File: src/rtl/word_unpack_pkg.sv
// rtl/word_unpack_pkg.sv - shared widths and types for the word unpacker
package word_unpack_pkg;

  localparam int WORD_W         = 32;
  localparam int BYTE_W         = 8;
  localparam int BYTES_PER_WORD = 4;

  typedef logic [WORD_W-1:0] word_t;
  typedef logic [BYTE_W-1:0] byte_t;
  typedef logic [1:0]        byte_idx_t;

  // Index of the final byte of a word; idx wraps to 0 after this one.
  localparam byte_idx_t LAST_IDX = byte_idx_t'(BYTES_PER_WORD - 1);

endpackage

File: src/rtl/word_fifo.sv
// rtl/word_fifo.sv - word FIFO with occupancy level, unreset storage
module word_fifo
  import word_unpack_pkg::*;
#(
  parameter int DEPTH = 2
) (
  input  logic                       clock,
  input  logic                       clear,
  input  logic                       push,
  input  word_t                      wdata,
  input  logic                       pop,
  output word_t                      rdata,
  output logic [$clog2(DEPTH+1)-1:0] level,
  output logic                       full,
  output logic                       empty
);

  localparam int LW = $clog2(DEPTH + 1);
  localparam int PW = $clog2(DEPTH);

  word_t         mem [DEPTH];
  logic [PW-1:0] wr_ptr;
  logic [PW-1:0] rd_ptr;

  // Storage is written on push only; contents are don't-care until level says otherwise.
  always_ff @(posedge clock) begin
    if (push) begin
      mem[wr_ptr] <= wdata;
    end
  end

  // Pointers wrap naturally because DEPTH is a power of two; level tracks net push/pop.
  always_ff @(posedge clock or posedge clear) begin
    if (clear) begin
      wr_ptr <= '0;
      rd_ptr <= '0;
      level  <= '0;
    end else begin
      if (push) begin
        wr_ptr <= wr_ptr + 1'b1;
      end
      if (pop) begin
        rd_ptr <= rd_ptr + 1'b1;
      end
      case ({push, pop})
        2'b10:   level <= level + 1'b1;
        2'b01:   level <= level - 1'b1;
        default: level <= level;
      endcase
    end
  end

  assign rdata = mem[rd_ptr];
  assign full  = (level == LW'(DEPTH));
  assign empty = (level == '0);

endmodule

File: src/rtl/word_unpacker.sv
// rtl/word_unpacker.sv - word-to-byte unpacker; WORD_UNPACKER_LSB_FIRST_EN selects byte 0 first
module word_unpacker
  import word_unpack_pkg::*;
#(
  parameter int DEPTH = 2
) (
  input  logic                       clock,
  input  logic                       clear,
  input  logic [WORD_W-1:0]          wordIn,
  input  logic                       wordValid,
  output logic                       wordReady,
  output logic [BYTE_W-1:0]          byteOut,
  output logic                       byteValid,
  input  logic                       byteReady,
  output logic                       lastByte,
  output logic [$clog2(DEPTH+1)-1:0] level
);

  word_t     head;
  logic      full;
  logic      empty;
  logic      push;
  logic      pop;
  logic      byte_fire;
  byte_idx_t idx;
  byte_idx_t lane;

  // wordReady comes from registered level only, so byteReady never reaches it combinationally.
  assign wordReady = !full;
  assign byteValid = !empty;
  assign push      = wordValid && wordReady;
  assign byte_fire = byteValid && byteReady;
  assign pop       = byte_fire && (idx == LAST_IDX);
  assign lastByte  = byteValid && (idx == LAST_IDX);

  word_fifo #(
    .DEPTH (DEPTH)
  ) u_fifo (
    .clock (clock),
    .clear (clear),
    .push  (push),
    .wdata (wordIn),
    .pop   (pop),
    .rdata (head),
    .level (level),
    .full  (full),
    .empty (empty)
  );

  // Byte index advances on each accepted byte and wraps to 0 with the word pop.
  always_ff @(posedge clock or posedge clear) begin
    if (clear) begin
      idx <= '0;
    end else if (byte_fire) begin
      idx <= idx + 1'b1;
    end
  end

  // Map emission order onto a byte lane of the head word; output is zero when idle.
  always_comb begin
    lane = '0;
`ifdef WORD_UNPACKER_LSB_FIRST_EN
    lane = idx;
`else
    lane = LAST_IDX - idx;
`endif
    byteOut = '0;
    if (byteValid) begin
      byteOut = head[{lane, 3'b000} +: BYTE_W];
    end
  end

endmodule

File: config.mk
export PLATFORM = sky130hd
export DESIGN_NAME = word_unpacker
export DESIGN_NICKNAME = d
export VERILOG_FILES = /design/src/rtl/word_unpack_pkg.sv /design/src/rtl/word_fifo.sv /design/src/rtl/word_unpacker.sv
export SDC_FILE = /design/constraint.sdc
export NUM_CORES = 1
export LEC_CHECK = 0
export ABC_CLOCK_PERIOD_IN_PS = 2500
export BUFFER_PORTS_ARGS = -buffer_cell sky130_fd_sc_hd__clkbuf_2
export CAP_MARGIN = 15
export CORE_UTILIZATION = 35
export CTS_CLUSTER_SIZE = 10
export DETAILED_ROUTE_END_ITERATION = 12
export PLACE_DENSITY = 0.63
export SLEW_MARGIN = 40
export SYNTH_ARGS = -nofsm -noshare
export SYNTH_HDL_FRONTEND = slang
export SYNTH_SLANG_ARGS = --single-unit
File: constraint.sdc
create_clock -name clock -period 2.5 [get_ports clock]
set_clock_uncertainty 0.2 [all_clocks]
set_input_delay 0.25 -clock clock [delete_from_list [all_inputs] [get_ports clock]]
set_output_delay 0.25 -clock clock [all_outputs]
set_load 0.01 [all_outputs]
* Word-level counts from Yosys, hierarchy flattened
Memory sizes are Yosys's and may differ from the RTL's.
Index checks and enable logic that the tools add are counted.
** Cells by class
- Add/sub/neg operators :: 6
- Multiply operators :: 0
- Div/mod/pow operators :: 0
- Magnitude comparators :: 0
- Equality and inequality tests :: 4
- Shift-type cells :: 1
- Muxes and demuxes :: 4
- Bitwise operators :: 0
- Reduce and logical (&&, ||, !) cells :: 8
** Operators with widths (number)
- $shiftx A32 B6 Y8 :: 1
- $mux W8 :: 1
- $eq A2 B2 Y1 const B :: 3
- $add A2 B1 Y2 const B :: 2
- $logic_and A1 B1 Y1 :: 4
- $pmux W2 S2 :: 1
- $add A1 B1 Y1 const B :: 2
- $eq A2 B1 Y1 const B :: 1
- $logic_not A1 Y1 :: 2
- $logic_not A2 Y1 :: 1
- $mux W1 :: 2
- $reduce_bool A2 Y1 :: 1
- $sub A2 B1 Y2 const B :: 1
- $sub A2 B2 Y2 const A :: 1
** Storage, ports and cells
- Register bits after elaboration :: 6
- Latch bits :: 0
- Bits in writable memories :: 64
- Bits in read-only memories :: 0
- Input port bits :: 36
- Output and inout bits :: 13
- Logic and storage cells :: 28
- Memories kept :: 1
** Memories
- u_fifo.mem :: depth 2, bits a word 32, read ports 1, clocked after Yosys merged registers in 0, wr ports 1, line word_fifo.sv:21 : word_t mem [DEPTH];

* Longest topological paths before layout
Gate-level depths: netlist of run 1.
- Word-level depth :: 6
- Depth in mapped cells :: 6
- Gate-level depth less buffers :: 6

* By module
A second synthesis of run 1 with hierarchy kept.
** Unflattened totals
- Cells, all modules :: 159
- Area total of the unflattened synthesis :: 3031.7 µm²
** Modules (own cells, without submodules)
- word_fifo :: times used 1, cells an instance 117, area each 2650.0 µm², sequential area each 2021.9 µm²
- word_unpacker :: times used 1, cells an instance 42, area each 381.6 µm², sequential area each 50.0 µm²

* Worst setup path before layout of run 1
OpenSTA, ideal clock, no wires.
- Path type :: register to register
- From :: reg u_fifo.level[0]
- To :: mem u_fifo.mem[0][0] in the netlist's numbering (enable)
- Library setup time :: 0.421 ns
- Arrival :: 2.137 ns
- Data required time :: 1.879 ns
- Path slack :: -0.258 ns
- Cell stages (with the launch flop) :: 4
- Buffers on the path :: 0
- Clock period less this slack :: 2.758 ns
- Cell sequence :: dfrtp_1 -> nand2b_1 -> nand2_1 -> nor2_1
** Between the ends
- Cells in the longest elaborated chain, start to end :: 5
** RTL lines
- start, declared :: line word_fifo.sv:13 : output logic [$clog2(DEPTH+1)-1:0] level,
- start signal, assigned :: line word_fifo.sv:46 : 2'b10: level <= level + 1'b1;
- start signal, assigned :: line word_fifo.sv:47 : 2'b01: level <= level - 1'b1;
- start signal, assigned :: line word_fifo.sv:48 : default: level <= level;
- $eq A2 B2 Y1 :: line word_fifo.sv:54 : assign full = (level == LW'(DEPTH));
- $logic_not A1 Y1 :: line word_unpacker.sv:29 : assign wordReady = !full;
- net wordReady :: line word_unpacker.sv:11 : output logic wordReady,
- $logic_and A1 B1 Y1 :: line word_unpacker.sv:31 : assign push = wordValid && wordReady;
- $mux W1 :: line word_fifo.sv:27 : if (push) begin
- $mux W1 (not written as such) :: line word_fifo.sv:28 : mem[wr_ptr] <= wdata;
- end, declared :: line word_fifo.sv:21
The timed path passes the listed nets, and every way through them passes these cells.

* Worst setup path in the final report of run 1
- From :: reg u_fifo.rd_ptr
- To :: out byteOut[5]
** Between the ends
- Cells in the longest elaborated chain, start to end :: 3
** RTL lines
- start, declared :: line word_fifo.sv:23 : logic [PW-1:0] rd_ptr;
- start signal, assigned :: line word_fifo.sv:43 : rd_ptr <= rd_ptr + 1'b1;
- $mem_v2 Z2 W32
- $shiftx A32 B6 Y8 :: line word_unpacker.sv:69 : byteOut = head[{lane, 3'b000} +: BYTE_W];
- $mux W8 :: line word_unpacker.sv:68 : if (byteValid) begin
- end, declared :: line word_unpacker.sv:12 : output logic [BYTE_W-1:0] byteOut,
Every way passes these cells.

==> results.py, run 1 <==
metrics = {
    "power_and_ir_drop": {
        "p_seq_frac": 0.422,
        "switching_share": 0.314,
        "switchingPower_mw": 1.29,
        "p_clk_frac": 0.228,
        "ir_drop_mv": 0.504,
        "combPwrFrac": 0.350,
        "leakage_nw": 1.47,
        "powerDensity_nw_per_um2": 1110,
        "p_int_mw": 2.81,
    },
    "clocking": {
        "cts_buffers": 9,
        "cts_htree_levels": 3,
        "clockBufferDepth": 2,
        "clock_latency_ns": 0.33,
        "clkSinkCount": 70,
        "cts_resized": 0,
        "cts_tree": "done",
        "cts_root_buf": "clkbuf_8",
        "path_clk_slew_ns": 0.07,
    },
    "synth": {
        "synth_cells": 157,
        "synth_fa_ha_area_frac": 0.00893,
        "yosysWarnings": 0,
        "synth_area_per_cell_um2": 17.9,
        "synth_top_cell_by_area": "edfxtp_1",
        "synth_compound_area_frac": 0.0429,
        "synth-xor-area-share": 0.0188,
        "netlist_area_um2": 2800,
        "ys_types": 20,
        "synth.area.mux_share": 0.118,
        "yosys.area_share.simple": 0.0424,
        "synth_top_family_by_area": "multiplexers",
        "yosys-top-cells-area": "edfxtp_1 (69%), mux2i_1 (11%), dfrtp_1 (5.4%)",
        "synth-seq-area-share": 0.739,
        "synth.net_count": 195,
        "synthDominantCellAreaShare": 0.686,
        "ys_ff_latch": 70,
    },
    "detailed_routing": {
        "wl_per_cell_um": 14.8,
        "postRouteAntennaNets": 0,
        "vias_per_cell": 4.60,
        "wl_um": 5240,
        "drt_iter0_drc": 61,
        "drt-pass1-iter-count": 4,
        "dr_total_vias": 1634,
        "drc": 0,
    },
    "setup_path": {
        "crit_fanout": 8,
        "arrival_ns": 1.87,
        "start_kind": "flip-flop",
        "critPathKind": "flip-flop to primary output",
        "end_kind": "primary output",
        "required_ns": 2.05,
    },
    "sta": {
        "min_period_over_period": 0.927,
        "rsz0062_at_grt": "no",
        "period_minus_slack_ns": 2.32,
        "final-setup-viol-count": 0,
        "slew_violations": 0,
        "relSlewSlack": 0.534,
        "max_freq_mhz": 431,
        "hold_violations": 0,
        "finalSetupTns_ns": 0,
        "worstMarginPinSlew_ns": 0.697,
    },
    "place": {
        "portBuffers": 48,
        "hpwl_um": 3430,
        "gp_congestion": 0.685,
        "placed_cell_area_um2": 3140,
    },
    "grt": {
        "antenna_found_initial": 0,
        "track_usage": 0.138,
        "grt_pass1_vias": 1739,
        "grt_max_degree": 33,
        "grt_pass1_wl_um": 8430,
        "grt-ovfl-total": 0,
    },
    "cells_and_area": {
        "drive_gt1_frac": 0.277,
        "num_antenna_cells": 0,
        "fin_nets": 286,
        "design_area_um2": 3690,
        "area_growth_pct": 31.5,
    },
    "floorplanning": {
        "core_area_um2": 7730,
        "pin_count": 49,
        "die_area_um2": 8370,
        "die_w_um": 91.5,
        "die_h_um": 91.5,
        "initial_core_util": 0.363,
        "row_count": 32,
    },
    "status": {
        "outcome": "finished clean",
    },
    "min_path": {
        "hold_class": "primary input to flip-flop",
    },
    "run": {
        "drv_cap": 0,
    },
}
cell usage in the layout (no fill, tap or decap), types with 2 or more instances in the layout:
cell type	n
and3_1	10
clkinv_2	2
ha_1	2
buf_4	6
and2_1	2
mux2i_1	32
xnor2_1	4
dlygate4sd3_1	34
clkbuf_8	9
clkbuf_1	2
nand2_1	2
nor2b_1	2
xor2_1	2
a22oi_1	16
edfxtp_1	64
clkbuf_2	48
dfrtp_1	5
nor2_1	2
bufinv_16	2
kinds of logic after synthesis:
| group | count (synthesis) |
|---|---|
| flops | 70 |
| mux | 33 |
| simple gates | 21 |
| compound gates | 16 |
| buf+inv | 9 |
| xor+xnor | 6 |
| fa+ha+maj | 2 |
repair_timing:
action | in CTS | in global routing
hold buffers | 34 | 0
hold endpoints to repair | 71 | 0
setup endpoints to repair | 0 | 0
buffers inserted | 0 | 0
final timing paths:
path                                                   from                     endpoint  slack (ns)  depth (start not counted)
worst min register to register    u_fifo.wr_ptr$_DFFE_PP0N_    u_fifo.wr_ptr$_DFFE_PP0N_        0.31                          1
worst max register to register  u_fifo.level[0]$_DFFE_PP0P_  u_fifo.level[1]$_DFFE_PP0P_        0.44                          5
worst min-delay path                              wordValid    u_fifo.wr_ptr$_DFFE_PP0N_        0.04                          3
max in group asynchronous                             clear           idx[0]$_DFFE_PP0P_        1.73                          3
min in group asynchronous                             clear  u_fifo.level[1]$_DFFE_PP0P_        0.16                          3
worst max-delay path              u_fifo.rd_ptr$_DFFE_PP0P_                   byteOut[5]        0.18                          4
state kept, by name, indices dropped and copies added, names as in the netlist:
register / flops
idx: 2
u_fifo.level: 2
u_fifo.mem: 64
u_fifo.rd_ptr: 1
u_fifo.wr_ptr: 1
metrics by stage:
stage	std cells	util	setup slack, ns	power (mW)	hold WS (ns)
finish	355	0.477	0.181	4.10	0.0415
global route	355	0.477	0.0549	4.34	0.0512
CTS	355	0.477	0.142	4.17	0.0214
detailed placement	305	0.406	0.466	3.18	-0.0362
global placement	305	0.406	0.497	3.15	-0.0290
floorplan	157	-	0.267	2.77	-0.159
cell usage after synthesis:
| cell | instances |
|---|---|
| nor2_1 | 3 |
| buf_12 | 2 |
| and3_1 | 10 |
| xnor2_1 | 4 |
| mux2i_1 | 32 |
| buf_6 | 2 |
| ha_1 | 2 |
| xor2_1 | 2 |
| clkbuf_2 | 1 |
| a22oi_1 | 16 |
| edfxtp_1 | 64 |
| nand2b_1 | 1 |
| inv_1 | 1 |
| nand2_1 | 2 |
| mux2_2 | 1 |
| nor2b_1 | 2 |
| dfrtp_1 | 6 |
| or2_1 | 1 |
| clkbuf_1 | 3 |
| and2_1 | 2 |
power by group through the flow:
| stage | logic (mW) | registers, mW | clock network, mW |
|---|---|---|---|
| after floorplan | 1.03 | 1.73 | 0 |
| after global placement | 1.40 | 1.74 | 0 |
| after detailed placement | 1.42 | 1.76 | 0 |
| after CTS | 1.47 | 1.73 | 0.965 |
| after global routing | 1.58 | 1.76 | 1.00 |
| final | 1.43 | 1.73 | 0.934 |
layout make-up:
cell class	count	area, um^2
inverter	1	3.75
sequential	70	2070
clock inverter	5	73.8
multi-input combinational	78	651
timing repair buffer	88	626
fill	688	4040
clock buffer	11	131
tap	102	128
worst max-delay path, cell delays in order, from the launching register on:
cell and delay [ns]:
dfrtp_1 0.41, nor2b_1 0.60, a22oi_1 0.17, and3_1 0.24, clkbuf_2 0.12
per-layer routing:
| layer | routed length, um | track usage |
|---|---|---|
| met1 | 2310 | 0.167 |
| met2 | 2640 | 0.228 |
| met3 | 185 | 0.0302 |
| met4 | 104 | 0.0794 |
| met5 | 0 | 0 |
Power figures use the tool's default switching activity.
==> run 2, diff against run 1 <==
- ABC_AREA: not set -> 1
==> run 2 against run 1 <==
Effect of this change:
- first-iteration DRC count is 49% higher
- register-to-register slack better by 0.25 ns
- largest power group is now combinational logic
- clock power is 17% lower
==> results.py, run 2 <==
metrics = {
    "synth": {
        "yosysWarnings": 0,
        "synth-seq-area-share": 0.656,
        "synth_fa_ha_area_frac": 0.00792,
        "synth_compound_area_frac": 0.00634,
        "yosys-top-cells-area": "edfxtp_1 (61%), nand2_1 (9.2%), inv_1 (8.2%)",
        "synth.net_count": 349,
        "synth_edf_count": 64,
        "netlist_area_um2": 3160,
        "synth_cells": 311,
        "ys_types": 17,
        "ys_ff_latch": 70,
        "post-synth-top-count-cell": "nand2_1",
        "async_flop_share": 0.0857,
        "synthDominantCellAreaShare": 0.609,
        "yosys-top-cells-count": "nand2_1 (77), inv_1 (69), edfxtp_1 (64), nand3_1 (41), nor2_1 (19)",
        "synth_ff_type": "edfxtp_1",
        "synth_top_family_by_area": "simple AND/OR/NAND/NOR gates",
        "yosys.area_share.simple": 0.199,
        "synth.area.mux_share": 0,
        "synth_top_cell_by_area": "edfxtp_1",
        "synth-xor-area-share": 0.0111,
        "synth_area_per_cell_um2": 10.2,
    },
    "grt": {
        "grt_pass1_wl_um": 10000,
        "antenna_found_initial": 0,
        "grt_max_degree": 35,
        "grt-ovfl-total": 0,
        "grt_pass1_vias": 2010,
        "track_usage": 0.141,
    },
    "sta": {
        "finalWorstSetupSlack_ns": 0.283,
        "holdWs_ns": 0.149,
        "rsz0062_at_grt": "no",
        "final-setup-viol-count": 0,
        "relSlewSlack": 0.689,
        "hold_violations": 0,
        "worstMarginPinSlew_ns": 0.467,
        "period_minus_slack_ns": 2.22,
        "min_period_over_period": 0.887,
        "finalSetupTns_ns": 0,
        "max_freq_mhz": 451,
        "slew_violations": 0,
    },
    "place": {
        "place_inst": 460,
        "gp_congestion": 0.738,
        "hpwl_um": 3810,
        "pre_cts_slack_ns": 0.545,
        "portBuffers": 48,
    },
    "floorplanning": {
        "initial_core_util": 0.362,
        "core_area_um2": 8720,
        "die_area_um2": 9410,
        "die_h_um": 97.0,
        "pin_count": 49,
        "die_w_um": 97.0,
        "row_count": 34,
    },
    "status": {
        "outcome": "finished clean",
    },
    "clocking": {
        "cts_root_buf": "clkbuf_8",
        "clock_latency_ns": 0.34,
        "clockBufferDepth": 2,
        "clkSinkCount": 70,
        "path_clk_slew_ns": 0.07,
        "cts_buffers": 9,
        "postCtsSetupRepairBufs": 0,
        "cts_htree_levels": 3,
        "cts_tree": "done",
    },
    "detailed_routing": {
        "dr_total_vias": 2230,
        "wl_um": 6130,
        "drt_iter0_drc": 91,
        "drc": 0,
        "drt-pass1-iter-count": 4,
        "vias_per_cell": 4.36,
        "postRouteAntennaNets": 0,
        "wl_per_cell_um": 12.0,
    },
    "setup_path": {
        "crit_fanout": 34,
        "critPathKind": "flip-flop to primary output",
        "start_kind": "flip-flop",
        "required_ns": 2.05,
        "arrival_ns": 1.77,
        "end_kind": "primary output",
    },
    "power_and_ir_drop": {
        "ir_drop_mv": 0.454,
        "leakage_nw": 1.89,
        "powerDensity_nw_per_um2": 1050,
    },
    "cells_and_area": {
        "reg_top3": "u_fifo.mem x64, idx x2, u_fifo.level x2",
        "drive_gt1_frac": 0.199,
        "fin_nets": 436,
        "final_common_cell": "nand2_1",
        "num_antenna_cells": 0,
        "final_cell_mix": "nand2_1 (77), inv_1 (69), edfxtp_1 (64), clkbuf_2 (48), nand3_1 (41)",
        "area_growth_pct": 26.5,
        "top_register": "u_fifo.mem",
        "largest_register_ffs": 64,
        "final-instance-count-excl-fill": 511,
        "finish.utilization": 0.458,
    },
    "min_path": {
        "hold_class": "primary input to async pin",
    },
    "run": {
        "drv_cap": 0,
    },
}
run 2: cell count changes after synthesis, moves of 16 or more:
cell / previous run / this run
nand3_1: 0 / 41
a22oi_1: 16 / 0
nor2_1: 3 / 19
inv_1: 1 / 69
nand2_1: 2 / 77
mux2i_1: 32 / 0
run 2: through the flow:
stage / instance area, um^2 / power (mW)
finish: 3990 / 4.18
global route: 3990 / 4.52
CTS: 3990 / 4.23
detailed placement: 3480 / 3.41
global placement: 3480 / 3.38
floorplan: 3160 / 2.97
run 2: final cells by class:
cell class | count | area [um^2]
flip-flops and latches | 70 | 2070
fillers | 832 | 4730
clock inverters | 2 | 10.0
multi-input cells | 157 | 713
inverters | 71 | 272
repair buffers | 89 | 639
well taps | 108 | 135
clock buffers | 14 | 153
run 2: critical path, stage by stage, from the launching register on:
cell,delay [ns]
dfrtp_1,0.34
buf_6,0.26
inv_4,0.21
nand2_1,0.10
nand3_1,0.09
nand2_1,0.09
nor2_1,0.04
nor2_1,0.13
clkbuf_2,0.15
run 2: report_power, final:
part	leakage, nW	switching [mW]	internal (mW)
Clock	0.0844	0.390	0.386
Sequential	0.664	0.0855	1.61
Combinational	1.14	1.11	0.595
Total	1.89	1.59	2.59
run 2: path summary, 6_finish.rpt:
check,from,to,slack (ns),depth (start not counted)
worst max-delay path,u_fifo.rd_ptr$_DFFE_PP0P_,byteOut[3],0.28,8
worst min-delay path,clear,u_fifo.level[1]$_DFFE_PP0P_,0.15,3
worst max register to register,u_fifo.level[0]$_DFFE_PP0P_,u_fifo.mem[1][3]$_DFFE_PP_,0.69,5
worst min register to register,u_fifo.level[0]$_DFFE_PP0P_,u_fifo.level[0]$_DFFE_PP0P_,0.34,1
max in group asynchronous,clear,idx[1]$_DFFE_PP0P_,1.75,3
min in group clock,u_fifo.level[0]$_DFFE_PP0P_,u_fifo.level[0]$_DFFE_PP0P_,0.34,1
run 2: kinds of logic after synthesis:
logic type / after synthesis
simple gates: 147
buf+inv: 84
flops: 70
compound gates: 4
xor+xnor: 4
fa+ha+maj: 2
run 2: what timing repair did:
item                       4_1_cts  5_1_grt
hold endpoints to repair        73        0
gates resized for setup          0        1
setup endpoints to repair        0        2
hold buffers                    35        0
run 2: per-layer routing:
| layer | part of all wire | vias up | track usage | wire (um) |
|---|---|---|---|---|
| met1 | 0.48 | 1028 | 0.188 | 2920 |
| met3 | 0.046 | 9 | 0.0405 | 282 |
| met2 | 0.46 | 50 | 0.211 | 2830 |
| li1 | - | 1143 | - | - |
| met4 | 0.016 | 0 | 0.0712 | 97 |
| met5 | 0 | - | 0 | 0 |
==> run 3, diff against run 2 <==
- CTS_BUF_LIST: not set -> sky130_fd_sc_hd__clkbuf_16
- TNS_END_PERCENT: not set -> 10
==> run 3 against run 2 <==
Effect of this change:
- global-route usage is 0.81 points higher
- largest power group unchanged
- flip-flop and latch count stayed put
- combinational power hardly changed
- critical endpoint is now byteOut[1]
- largest cell class unchanged
- worst hold slack better by 0.030 ns
- first-iteration DRC count stayed put
- design area is 4.3% higher
- clock power is 72% higher
==> results.py, run 3 (synthesis results as in run 2) <==
metrics = {
    "floorplanning": {
        "die_h_um": 97.0,
        "pin_count": 49,
        "row_count": 34,
        "initial_core_util": 0.362,
        "die_w_um": 97.0,
        "core_area_um2": 8720,
        "die_area_um2": 9410,
    },
    "setup_path": {
        "crit_buf_inv": 3,
        "rrSetupSlack_ns": 0.70,
        "rr_endpoint": "u_fifo.mem[0][19]$_DFFE_PP_",
        "ff2ff_path_depth": 5,
        "critPathTopFamily": "buffers and inverters",
        "arrival_ns": 1.65,
        "required_ns": 2.05,
        "crit_chain": "buf_4 -> inv_4 -> nand3_1 -> nand3_1 -> nand2_1 -> nor2_1 -> clkbuf_2",
        "start_kind": "flip-flop",
        "critPathKind": "flip-flop to primary output",
        "path_common_cell": "nand3_1",
        "slowest_stage": "dfrtp_1",
        "worstSetupStartpoint": "idx[0]$_DFFE_PP0P_",
        "crit_fanout": 17,
        "timing.rr.start": "u_fifo.level[0]$_DFFE_PP0P_",
        "end_kind": "primary output",
        "worst_path_largest_cell_delay_ns": 0.40,
    },
    "sta": {
        "rsz0062_at_grt": "no",
        "slew_violations": 0,
        "finalSetupTns_ns": 0,
        "min_period_over_period": 0.839,
        "period_minus_slack_ns": 2.10,
        "final-setup-viol-count": 0,
        "max_freq_mhz": 477,
        "worstMarginPinSlew_ns": 0.459,
        "relSlewSlack": 0.694,
        "hold_violations": 0,
    },
    "grt": {
        "grt_use_met3": 0.0491,
        "antenna_found_initial": 0,
        "grt.met1_usage": 0.177,
        "track_usage": 0.149,
        "grt_pass1_vias": 2272,
        "busiest_layer": "met2",
        "use_met2": 0.247,
        "grt_pass1_wl_um": 10700,
        "grt_max_degree": 33,
        "grt-ovfl-total": 0,
    },
    "run": {
        "drv_cap": 0,
    },
    "clocking": {
        "cts_htree_levels": 3,
        "cts_root_buf": "clkbuf_16",
        "clockBufferDepth": 2,
        "cts_tree": "done",
        "path_clk_slew_ns": 0.05,
        "clkSinkCount": 70,
        "clock_latency_ns": 0.33,
        "postCtsSetupRepairBufs": 0,
        "cts_buffers": 9,
    },
    "detailed_routing": {
        "dr_total_vias": 2234,
        "postRouteAntennaNets": 0,
        "drt-pass1-iter-count": 4,
        "wl_per_cell_um": 12.2,
        "drt_iter0_drc": 91,
        "wl_um": 6290,
        "drc": 0,
        "vias_per_cell": 4.35,
    },
    "cells_and_area": {
        "largest_register_ffs": 64,
        "final_common_cell": "nand2_1",
        "reg_top3": "u_fifo.mem x64, idx x2, u_fifo.level x2",
        "top_register": "u_fifo.mem",
        "drive_gt1_frac": 0.212,
        "final_cell_mix": "nand2_1 (77), inv_1 (70), edfxtp_1 (64), clkbuf_2 (48), nand3_1 (41)",
        "area_growth_pct": 31.9,
        "final-instance-count-excl-fill": 514,
        "fin_nets": 439,
        "num_antenna_cells": 0,
    },
    "power_and_ir_drop": {
        "powerDensity_nw_per_um2": 1150,
        "finalPower_mw": 4.77,
        "ir_drop_mv": 0.438,
        "leakage_nw": 1.97,
    },
    "min_path": {
        "hold_class": "primary input to async pin",
    },
    "place": {
        "place_inst": 463,
        "hpwl_um": 4110,
        "portBuffers": 48,
        "gp_congestion": 0.761,
    },
    "status": {
        "outcome": "finished clean",
    },
}
## run 3: cell types whose count changed in the layout (fill, tap and decap cells not counted), sizes merged
cell,before,now
clkinvlp,0,1
clkbuf,62,57
buf,6,9
bufinv,0,2
inv,71,72
clkinv,2,3
## run 3: worst min-delay path, cell delays in order
cell           delay, ns
dlygate4sd3_1       0.54
clkbuf_2            0.10
inv_1               0.20
## run 3: power by group
part	leakage (nW)	switching, mW	total (mW)	internal [mW]
sequential	0.664	0.0988	1.71	1.61
clock	0.157	0.462	1.33	0.866
combinational	1.15	1.12	1.74	0.621
## run 3: how the worst max path moves through the flow
stage / endpoint / slack, ns / cells after the start
floorplan: u_fifo.mem[0][0]$_DFFE_PP_ / -0.26 / 4
CTS: byteOut[2] / 0.39 / 7
global placement: u_fifo.level[1]$_DFFE_PP0P_ / 0.75 / 7
global route: byteOut[1] / 0.25 / 7
finish: byteOut[1] / 0.40 / 7
detailed placement: u_fifo.mem[0][18]$_DFFE_PP_ / 0.68 / 5
## run 3: repair_timing
| action | 4_1_cts | 5_1_grt |
|---|---|---|
| endpoints found under the hold margin | 72 | 0 |
| gates resized for setup | 0 | 0 |
| hold buffers | 35 | 0 |
## run 3: final cells by class
cell class	instances	area, um^2
Tap cell	108	135
Sequential cell	70	2070
Inverter	71	272
Multi-Input combinational cell	157	713
Clock buffer	9	225
Timing Repair Buffer	92	658
Clock inverter	7	90.1
Fill cell	788	4560
## run 3: stage by stage
stage               worst slack (ns)  hold WS, ns  utilization  area (um^2)
floorplan                     -0.261       -0.159            -         3160
global placement               0.750      -0.0353        0.401         3500
detailed placement             0.679      -0.0331        0.401         3500
CTS                            0.394        0.175        0.478         4170
global route                   0.251        0.210        0.478         4170
finish                         0.403        0.178        0.478         4170
## run 3: metal layers
metal  wire length [um]  vias to the layer above
li1                   -                     1145
met1               2840                     1033
met2               3060                       46
met3                261                       10
met4                118                        0
met5                  0                        -
